==> src/rtl/store_narrow.sv <==
// Sub-word store narrowing: byte/half stores read-modify-write the target word, word stores write directly.
// Optional macro MISALIGN_TRAP_EN turns misaligned half/word requests into immediate error completions.
module store_narrow #(
    parameter int WAIT_MAX = 255
) (
    input  logic        clk,
    input  logic        reset,
    input  logic        req_valid,
    output logic        req_ready,
    input  logic [31:0] req_addr,
    input  logic [31:0] req_data,
    input  logic [1:0]  req_size,
    output logic        busy,
    output logic        done,
    output logic        err,
    output logic [31:0] mem_addr,
    output logic        mem_rd,
    input  logic [31:0] mem_rdata,
    input  logic        mem_rvalid,
    output logic        mem_wr,
    output logic [31:0] mem_wdata,
    input  logic        mem_wack
);

    // Handshakes: a request transfers on req_valid && req_ready; mem_rd / mem_wr stay high
    // until the cycle mem_rvalid / mem_wack is seen, or until the wait counter expires.
    typedef enum logic [1:0] {S_IDLE, S_READ, S_WRITE, S_DONE} state_e;

    state_e      state_q, state_d;
    logic [31:0] addr_q, addr_d;
    logic [31:0] data_q, data_d;
    logic [1:0]  size_q, size_d;
    logic [31:0] wdata_q, wdata_d;
    logic [15:0] cnt_q, cnt_d;
    logic        err_q, err_d;
    logic        trap;
    logic        expired;
    logic [31:0] merged;

    always_ff @(posedge clk or negedge reset) begin
        if (!reset) begin
            state_q <= S_IDLE;
            addr_q  <= '0;
            data_q  <= '0;
            size_q  <= '0;
            wdata_q <= '0;
            cnt_q   <= '0;
            err_q   <= 1'b0;
        end else begin
            state_q <= state_d;
            addr_q  <= addr_d;
            data_q  <= data_d;
            size_q  <= size_d;
            wdata_q <= wdata_d;
            cnt_q   <= cnt_d;
            err_q   <= err_d;
        end
    end

`ifdef MISALIGN_TRAP_EN
    assign trap = ((req_size == 2'b01) && req_addr[0]) ||
                  ((req_size == 2'b10) && (req_addr[1:0] != 2'b00));
`else
    assign trap = 1'b0;
`endif

    // The counter holds the number of strobe cycles already spent, so the strobe lasts WAIT_MAX cycles.
    assign expired = (cnt_q == 16'(WAIT_MAX - 1));

    always_comb begin
        merged = mem_rdata;
        if (size_q == 2'b00) begin
            merged[{addr_q[1:0], 3'b000} +: 8] = data_q[7:0];
        end else begin
            merged[{addr_q[1], 4'b0000} +: 16] = data_q[15:0];
        end
    end

    always_comb begin
        state_d = state_q;
        addr_d  = addr_q;
        data_d  = data_q;
        size_d  = size_q;
        wdata_d = wdata_q;
        cnt_d   = cnt_q;
        err_d   = err_q;
        case (state_q)
            S_IDLE: begin
                if (req_valid) begin
                    addr_d = req_addr;
                    data_d = req_data;
                    size_d = req_size;
                    cnt_d  = '0;
                    err_d  = 1'b0;
                    if ((req_size == 2'b11) || trap) begin
                        err_d   = 1'b1;
                        state_d = S_DONE;
                    end else if (req_size == 2'b10) begin
                        wdata_d = req_data;
                        state_d = S_WRITE;
                    end else begin
                        state_d = S_READ;
                    end
                end
            end
            S_READ: begin
                if (mem_rvalid) begin
                    wdata_d = merged;
                    cnt_d   = '0;
                    state_d = S_WRITE;
                end else if (expired) begin
                    err_d   = 1'b1;
                    state_d = S_DONE;
                end else begin
                    cnt_d = cnt_q + 16'd1;
                end
            end
            S_WRITE: begin
                if (mem_wack) begin
                    state_d = S_DONE;
                end else if (expired) begin
                    err_d   = 1'b1;
                    state_d = S_DONE;
                end else begin
                    cnt_d = cnt_q + 16'd1;
                end
            end
            default: begin
                err_d   = 1'b0;
                state_d = S_IDLE;
            end
        endcase
    end

    always_comb begin
        req_ready = (state_q == S_IDLE);
        busy      = (state_q != S_IDLE);
        done      = (state_q == S_DONE);
        err       = (state_q == S_DONE) && err_q;
        mem_rd    = (state_q == S_READ);
        mem_wr    = (state_q == S_WRITE);
        mem_addr  = {addr_q[31:2], 2'b00};
        mem_wdata = wdata_q;
    end

endmodule

==> config.mk <==
export PLATFORM = sky130hd
export DESIGN_NAME = store_narrow
export DESIGN_NICKNAME = d
export VERILOG_FILES = /design/src/rtl/store_narrow.sv
export SDC_FILE = /design/constraint.sdc
export NUM_CORES = 1
export LEC_CHECK = 0
export CAP_MARGIN = 10
export CORE_ASPECT_RATIO = 0.7
export CORE_MARGIN = 4
export CORE_UTILIZATION = 50
export DETAILED_ROUTE_END_ITERATION = 12
export PLACE_DENSITY_LB_ADDON = 0.2
export SLEW_MARGIN = 25
export SYNTH_ARGS = -nofsm -noshare
export SYNTH_HDL_FRONTEND = slang
export SYNTH_SLANG_ARGS = --single-unit
==> constraint.sdc <==
create_clock -name clk -period 4.17 [get_ports clk]
set_clock_uncertainty 0.2 [all_clocks]
set_input_delay 1.251 -clock clk [delete_from_list [all_inputs] [get_ports clk]]
set_output_delay 1.251 -clock clk [all_outputs]
set_load 0.02 [all_outputs]
==> impl_results.md <==
* Crit Path Max Fanout at 9
* I/O pin count at 173
* Synth cell types at 52
* Fmax at 0.289 GHz
* Final worst path period share at 82.9%
* Critical Path AT at 2.00 ns
* CTS sink cnt at 101
* Port-buffer cells at 170
* Post-Synthesis Mean Instance Area at 10.5 sq um
* WL final at 14800 um
* Drt pass-1 iters at 5
* Largest net degree at the start of global routing at 65
* Setup_tns at 0 ns
* DP Worst Slack at 0.551 ns
* FFs w/ async S/R, synth at 100%
* Synth Area in XOR/XNOR at 1.31%
* Root Driver: clkbuf_16
* Hold WC Path Type: flip-flop to flip-flop
* Kind of end point of the critical path: output port
* Adder-cell share of the synthesized area at 2.81%
* Slew HR at 46.2%
* Detailed-placement wirelength estimate at 10800 um
* Initial DRC count at 366
* Total die area at 0.0124 sq mm
* Tmin final at 3.46 ns
* Synth area leaders: dfrtp_1 (47%), mux2_2 (11%), a221oi_1 (5.2%), buf_4 (4.5%), nand2_1 (3.4%)
* Static Leak at 3.03 nW
* Synthesis-to-layout area growth at 35.6%
* Overall Global Routing Usage at 24.2%
* Worst path bufs/invs at 3
* Mux contribution to synthesized area at 13.5%
* Vias post-DR at 4541
* CTS Hold Buffers Added at 0
* Critical path, cell by cell: inv_1, ha_1, inv_1, clkdlybuf4s50_1
* H-tree levels at 3
* Share of cells above drive strength 1 at 13.2%
* Post-Synth Simple-Gate Area at 11.3%
* CTS resizes at 0
* Vias per inst at 5.84
* DRT antenna net count at 0
* Area leader, netlist: dfrtp_1
* Max incr delay on CP at 0.61 ns
* Worst Tran Pin Value at 0.808 ns
* Most common cell after layout, fill and taps aside: clkdlybuf4s50_1
* Cell row count at 31
* Dpl cell area at 0.00695 sq mm
* Status: complete, no violations
* GPL Wtd Cong at 0.878
* Initial antenna violation count at 0
* # setup viols final at 0
* Final instance area at 0.00726 sq mm
* Most used cell, CP: inv_1
* Antenna diode count at 0
* Nets@finish at 755
* Required @ worst endpoint at 2.72 ns
* Top-area cell type share of the netlist area at 47.2%
* Largest family of logic cells by synthesized area: compound AO/OA/AOI/OAI gates
* Core ar. at 0.0104 sq mm
* Post-CTS Setup Bufs at 0
* Wirelength per Cell at 19.0 um
* Primary FF master, synth: dfrtp_1
* Delay-heaviest family, CP: buffers and inverters
* Clock-pin slew on the worst setup and hold paths at 0.07 ns
* Slew Viols, Final at 0
* # DRC at 0
* Crit start category: flip-flop
* Unrepaired setup endpoints after global routing: false
* Max-Cap Viols at 0
* First-pass GRT wire length at 24000 um
* Synthesis Warnings at 0
* Clock Path Buffers at 2
* Die width at 132 um
* Post-synth EDFFs at 0
* Die Y at 94.6 um
* Final hold violation count at 0
* Clk_lat worst skew at 0.35 ns
* Num CTS Buffers at 9
* Post-Synthesis Cell Area at 0.00535 sq mm
* Vias in the first global route at 4634
* TritonCTS clock tree: built
* Synth Area in Compound Gates at 16.3%
* Crit path kind: flip-flop to output port
* Pwr dens at 773 mW/mm^2
* VDD IR-drop max at 0.711 mV
* Synth Register Bits at 101
* Synthesized netlist cell count at 510
* Critical-path top delay cell: clkdlybuf4s50_1
* Grt ovf at 0
* Sequential fraction of the synthesis area at 47.2%
* Starting Density at 51.5%
* Most frequent cells in the layout: clkdlybuf4s50_1 (169), dfrtp_1 (101), mux2_2 (50), nand2_1 (47), a221oi_1 (32)
* Setup WS post-layout at 0.714 ns
==> report_power, final <==
group          internal, mW  switching (mW)  leakage [nW]
clock                 0.475           0.382         0.153
sequential             1.42           0.301          1.24
combinational          1.36            1.67          1.64
total                  3.25            2.36          3.03
==> synth_stat cells (5+ instances only) <==
cell	n
xnor2_1	7
clkbuf_1	19
o21ai_0	20
mux2i_1	16
or3_1	5
buf_1	8
a21oi_1	22
inv_1	11
ha_1	12
buf_4	32
mux2_2	50
o31ai_1	18
nand2_1	49
a211oi_1	17
dfrtp_1	101
nand3_1	5
nor4_1	5
a221oi_1	32
nor2_1	30
==> registers in the layout, summed over array words and instances, names as in the netlist <==
register / cells
addr_q: 32
cnt_q: 16
data_q: 16
err_q: 1
mem_wdata: 32
size_q: 2
state_q: 2
==> worst reg2reg max path: cells and delay by family (launching register included) <==
kind / cells / cell delay (ns)
fa+ha+maj: 1 / 0.16
buf+inv: 3 / 0.58
compound gates: 1 / 0.25
simple gates: 4 / 1.09
flops: 1 / 0.44
==> cell families after synthesis <==
group | Yosys count
other | 1
AOI/OAI and AO/OA | 125
muxes | 66
DFF | 101
and+or+nand+nor | 123
buffers and inverters | 74
xor gates and xnor gates | 8
adders and majority gates | 12
==> area by class of cell <==
type / count / area (sq um)
Clock inverter: 7 / 82.6
Sequential cell: 101 / 2530
Clock buffer: 9 / 225
Timing Repair Buffer: 181 / 1780
Multi-Input combinational cell: 336 / 2430
Inverter: 11 / 41.3
Fill cell: 777 / 3140
Tap cell: 132 / 165
==> through the flow <==
step                      cells  hold WS [ns]  util, %  total power, mW
final                       777         0.282     69.8             5.61
after global routing        777         0.306     69.8             5.98
after detailed placement    761         0.272     66.8             4.75
after floorplan             511         0.252        -             3.73
after global placement      761         0.261     66.8             4.65
after CTS                   777         0.288     69.8             5.63
==> final timing paths <==
kind / depth (start not counted) / startpoint / slack [ns] / to
worst min register to register: 2 / mem_wdata[6] / 0.28 / mem_wdata[6]
worst min-delay path: 2 / mem_wdata[6] / 0.28 / mem_wdata[6]
worst max register to register: 9 / state_q[1] / 1.39 / cnt_q[11]
max in group asynchronous: 2 / reset / 2.22 / mem_wdata[13]
min in group asynchronous: 1 / reset / 0.72 / addr_q[12]
worst max-delay path: 4 / state_q[0] / 0.71 / busy
==> per-layer routing <==
metal  wire length (um)  GRT usage [%]  share of wire [%]  vias to the layer above
met3               1390           7.61                9.4                       21
met1               6510           31.8                 44                     2189
met5                  0              0                  0                        -
met2               6640           39.1                 45                      229
li1                   -              -                  -                     2102
met4                223           6.99                1.5                        0
Power figures use the tool's default switching activity.
